==> config.mk <==
export PLATFORM = sky130hd
export DESIGN_NAME = dlx_flit_fifo
export DESIGN_NICKNAME = d
export VERILOG_FILES = /design/src/rtl/dlx_flit_fifo.sv
export SDC_FILE = /design/constraint.sdc
export NUM_CORES = 2
export LEC_CHECK = 0
export CAP_MARGIN = 10
export CORE_UTILIZATION = 60
export DETAILED_ROUTE_END_ITERATION = 8
export DONT_BUFFER_PORTS = 1
export PLACE_DENSITY = 0.76
export SETUP_SLACK_MARGIN = 0.2
export SYNTH_ARGS = -nofsm -noshare
export SYNTH_HDL_FRONTEND = slang
export SYNTH_SLANG_ARGS = --single-unit
==> constraint.sdc <==
create_clock -name clock -period 158.9 [get_ports clock]
set_clock_uncertainty 0.2 [all_clocks]
set_input_delay 39.725 -clock clock [delete_from_list [all_inputs] [get_ports clock]]
set_output_delay 39.725 -clock clock [all_outputs]
set_load 0.01 [all_outputs]
==> src/rtl/dlx_flit_fifo.sv <==
// Receive flit FIFO with a registered write and a combinational head.
// Ports:
//   clock, reset     - clock and synchronous active-high reset
//   flush            - return both pointers to 0 (contents become invalid)
//   push, din        - write request and data
//   pop              - consumer takes the head
//   dout, valid      - head entry and non-empty flag
//   pop_ok           - pop was accepted this cycle (FIFO was non-empty)
//   overflow         - sticky: a push arrived while full with no pop
module dlx_flit_fifo #(
    parameter int DEPTH = 8,
    parameter int WIDTH = 512
) (
    input  logic             clock,
    input  logic             reset,
    input  logic             flush,
    input  logic             push,
    input  logic [WIDTH-1:0] din,
    input  logic             pop,
    output logic [WIDTH-1:0] dout,
    output logic             valid,
    output logic             pop_ok,
    output logic             overflow
);

    localparam int AW = $clog2(DEPTH);

    logic [WIDTH-1:0] mem_q [DEPTH];
    logic [AW:0]      wr_q, wr_d;
    logic [AW:0]      rd_q, rd_d;
    logic             overflow_q, overflow_d;
    logic             empty, full, push_ok;

    always_comb begin
        empty      = (wr_q == rd_q);
        full       = (wr_q[AW] != rd_q[AW]) && (wr_q[AW-1:0] == rd_q[AW-1:0]);
        pop_ok     = pop && !empty;
        // A pop frees the slot at full, so a same-cycle push is still accepted.
        push_ok    = push && (!full || pop_ok);
        wr_d       = wr_q + (push_ok ? (AW+1)'(1) : (AW+1)'(0));
        rd_d       = rd_q + (pop_ok  ? (AW+1)'(1) : (AW+1)'(0));
        overflow_d = overflow_q || (push && full && !pop_ok);
        if (flush) begin
            wr_d = '0;
            rd_d = '0;
        end
    end

    always_ff @(posedge clock) begin
        if (reset) begin
            wr_q       <= '0;
            rd_q       <= '0;
            overflow_q <= 1'b0;
        end else begin
            wr_q       <= wr_d;
            rd_q       <= rd_d;
            overflow_q <= overflow_d;
        end
    end

    // Storage carries no reset; validity is tracked purely by the pointers.
    always_ff @(posedge clock) begin
        if (push_ok && !flush) begin
            mem_q[wr_q[AW-1:0]] <= din;
        end
    end

    assign dout     = mem_q[rd_q[AW-1:0]];
    assign valid    = !empty;
    assign overflow = overflow_q;

endmodule

==> implementation parameters <==
Parameter                              Value

Floorplanning
  Area of the die ... 258000 µm²
  Core region area ... 254000 µm²
  Initial Utilization ... 60.4%
  Height of the die ... 508 µm
  Number of top-level pins ... 1032
  Rows ... 185
  Die X ... 508 µm

Global route
  Residual overflow from global routing ... 0
  Maximum number of pins on one net before global-route repair ... 131
  Wire length of the first global-routing pass ... around 500000 µm
  Global-route usage over all layers ... 26.4%
  Initial antenna violation count ... 4
  Number of global-route vias before repair ... 68000

Worst setup path
  Endpoint class of the critical path ... primary output
  Data arrival at the endpoint of the critical path ... 40.16 ns
  WP buf/inv ... 0
  Critical path peak fanout ... 3
  Slowest-stage cell, CP ... a21boi_0
  Internal reg-to-reg setup slack ... 150.09 ns
  Worst path cell trace ... a21boi_0
  Crit path max-delay family ... compound AO/OA/AOI/OAI gates
  Startpoint kind of the worst setup timing path ... input port
  Startpoint-to-endpoint class of the critical path ... in2out
  Data required time at the worst endpoint ... 118.97 ns
  Maximum single-stage delay on the critical path ... 0.44 ns

STA
  Time the final worst path needs with I/O delays and setup ... 80.09 ns
  Worst max-slew margin expressed relative to the limit ... 21.4%
  Unrepaired setup endpoints after global routing ... no
  Final slew viol count ... 0
  Transition time of the tightest slew-check pin ... 1.18 ns
  Setup Total Neg Slack ... 0 ns
  Final count of negative-setup-slack endpoints ... 0
  Top achievable clock speed ... 0.0125 GHz
  Portion of the clock cycle consumed by the worst path in the final layout ... 50.4%
  Setup slack of the critical path after layout ... 78.81 ns
  Number of hold violations in the final report ... 0

Logic synthesis
  Main area contributors after synthesis ... edfxtp_1 (80%), mux4_2 (15%), mux2_2 (3.7%)
  Seq/Total Area, Yosys ... 80.1%
  Largest family of logic cells by synthesized area ... multiplexers
  Share of synthesized area spent on multiplexers ... 18.7%
  Area share of and/or/nand/nor cells after synthesis ... 0.0740%
  Number of instances in the synthesized netlist ... 5975
  Xor-xnor portion of the synthesized cell area ... less than 1%
  Complex-gate fraction of the synthesized area ... 0.0553%
  Flip-flop and latch count after synthesis ... 4105
  Library cells used by synthesis ... 27
  Post-synthesis area per instance ... 25.7 µm²
  Post-synth top area cell ... edfxtp_1
  Yosys warnings ... 0
  Primary flip-flop cell chosen by synthesis mapping ... edfxtp_1
  Post-synthesis instance area ... 154000 µm²
  Fraction of synthesis flops using an asynchronous set or reset pin ... 0%
  Synth Area in Adders ... 0.0325%
  Number of enable-type register cells in the synthesized netlist ... 4096
  Post-synth net total ... 6496
  Area fraction of the dominant cell type after synthesis ... between 70 and 80%

Routing
  Aggregate routed wire length ... 340000 µm
  Total via count after detailed routing ... 65200
  Number of violations reported at the end of detailed-routing iteration 0 ... 6840
  Number of iterations in the first detailed-routing pass ... 8
  Antenna-violating nets left ... 0
  Remaining DRCs ... 0
  Mean number of vias per cell ... 6.60
  Routed length per instance ... 34.4 µm

Placed design
  Routability-driven placement congestion ratio ... 0.766
  Quantity of I/O buffers inserted on ports ... 0
  Pre-CTS WS ... 78.81 ns
  Detail Placement HPWL ... 185000 µm

Clock network
  Number of buffers inserted for hold repair after clock tree synthesis ... 0
  Setup bufs post-CTS ... 0
  Worst-skew pair later-pin latency ... around 0.98 ns
  Number of clock buffers inserted by TritonCTS ... 401
  Maximum count of clock buffers along a single path ... 4
  H-tree lvl count ... 5
  Root cell of the clock tree ... clkbuf_16
  Total of cells resized after clock tree synthesis ... 0
  CTS sink count ... ~4000
  Clock tree from TritonCTS ... done
  Clk pin slew, worst setup/hold paths ... 0.06 ns

Power
  Leak ... between 50 and 60 nW
  Largest voltage drop on the vdd net ... 11.5 µV
  Power Dens Cells ... between 10 and 15 nW/µm²

Cells and area
  Area used by sequential logic in the layout ... 123000 µm²
  Synth-to-layout area growth ... 10.7%
  Number of inserted filler cells in the final layout ... 14500
  Fraction of final layout cells with drive strength greater than 1 ... 33.7%
  Area of the multi-input gates ... slightly below 30000 µm²
  Net total in the final layout ... between 6000 and 7000

Outcome
  Status ... finished, final reports clean

Min path
  Path type of the worst min-delay path ... reg2reg

Run
  Max-cap violations ... 0
==> flip-flops by register name, summed over array words and instances, names as in the netlist <==
name / flops
overflow: 1
wr_q: 4
rd_q: 4
mem_q: 4096
==> Yosys cell counts, types with 2 or more instances <==
master and count:
clkbuf_1 134, a21oi_1 2, mux2_2 512, a211oi_1 2, ha_1 4, nor3_1 5, buf_1 15, edfxtp_1 4096
nand3_1 2, buf_6 29, and2_1 4, a2111oi_0 3, a21boi_0 2, buf_2 108, nand2_1 4, inv_1 3
nor4b_1 2, xnor2_1 3, nor2_1 2, dfxtp_1 9, xor2_1 5, mux4_2 1024
==> final cells by class <==
| class | instances | area share, % |
|---|---|---|
| antenna | 3 | 0.00441 |
| clock buffer | 490 | 6.15 |
| clock inverter | 225 | 1.22 |
| inverter | 3 | 0.00661 |
| multi-input combinational | 1580 | 17.2 |
| sequential | 4105 | 72.3 |
| tap | 3366 | 2.47 |
| timing repair buffer | 106 | 0.646 |
==> power by group <==
part,switching (W),internal (W)
Combinational,0.0000262,0.0000185
Sequential,0.00000249,0.00120
Clock,0.000387,0.000524
==> cells in the final DEF, fill, tap and decap left out, drive strengths merged <==
master    instances
a2111oi           4
a211oi            2
a21boi            2
a21oi             2
a22o              1
and2              4
buf             106
bufinv           35
clkbuf          490
clkinv          172
clkinvlp          9
dfxtp             9
diode             3
edfxtp         4096
ha                4
inv              12
mux2            512
mux4           1024
nand2             4
nand3             2
nand3b            1
nor2              2
nor2b             1
nor3              5
nor4b             2
xnor2             3
xor2              5
==> logic make-up (layout without fill, tap and decap cells) <==
group | count (synthesis) | after routing
and+or+nand+nor | 21 | 21
adders and majority gates | 4 | 4
xor gates and xnor gates | 8 | 8
buffers and inverters | 290 | 824
other | 0 | 3
DFF | 4105 | 4105
AOI/OAI and AO/OA | 11 | 11
muxes | 1536 | 1536
==> through the flow <==
step	hold slack [ns]	util, %	instance area, µm²	instances	total power [W]
floorplan	0.322	-	154000	5975	0.00127
global placement	0.376	62.0	158000	9159	0.00127
detailed placement	0.365	62.0	158000	9159	0.00127
CTS	0.379	66.9	170000	9874	0.00217
global route	0.427	66.9	170000	9876	0.00221
finish	0.379	66.9	170000	9878	0.00216
==> worst paths after layout <==
kind | cells past startpoint | to | from
worst max register to register | 12 | mem_q[5][420] | rd_q[0]
worst min-delay path | 2 | wr_q[3] | wr_q[3]
worst max-delay path | 1 | pop_ok | pop
worst min register to register | 2 | wr_q[3] | wr_q[3]
==> routing by layer <==
| layer | vias up | share of wire, % | global-route usage, % |
|---|---|---|---|
| met4 | 0 | 4.3 | 10.6 |
| met2 | 3413 | 49 | 41.7 |
| met1 | 34900 | 35 | 32.9 |
| met5 | - | 0 | 0 |
| met3 | 620 | 12 | 10.4 |
| li1 | 26300 | - | - |
Note: power is estimated with default switching activity, not from simulation.
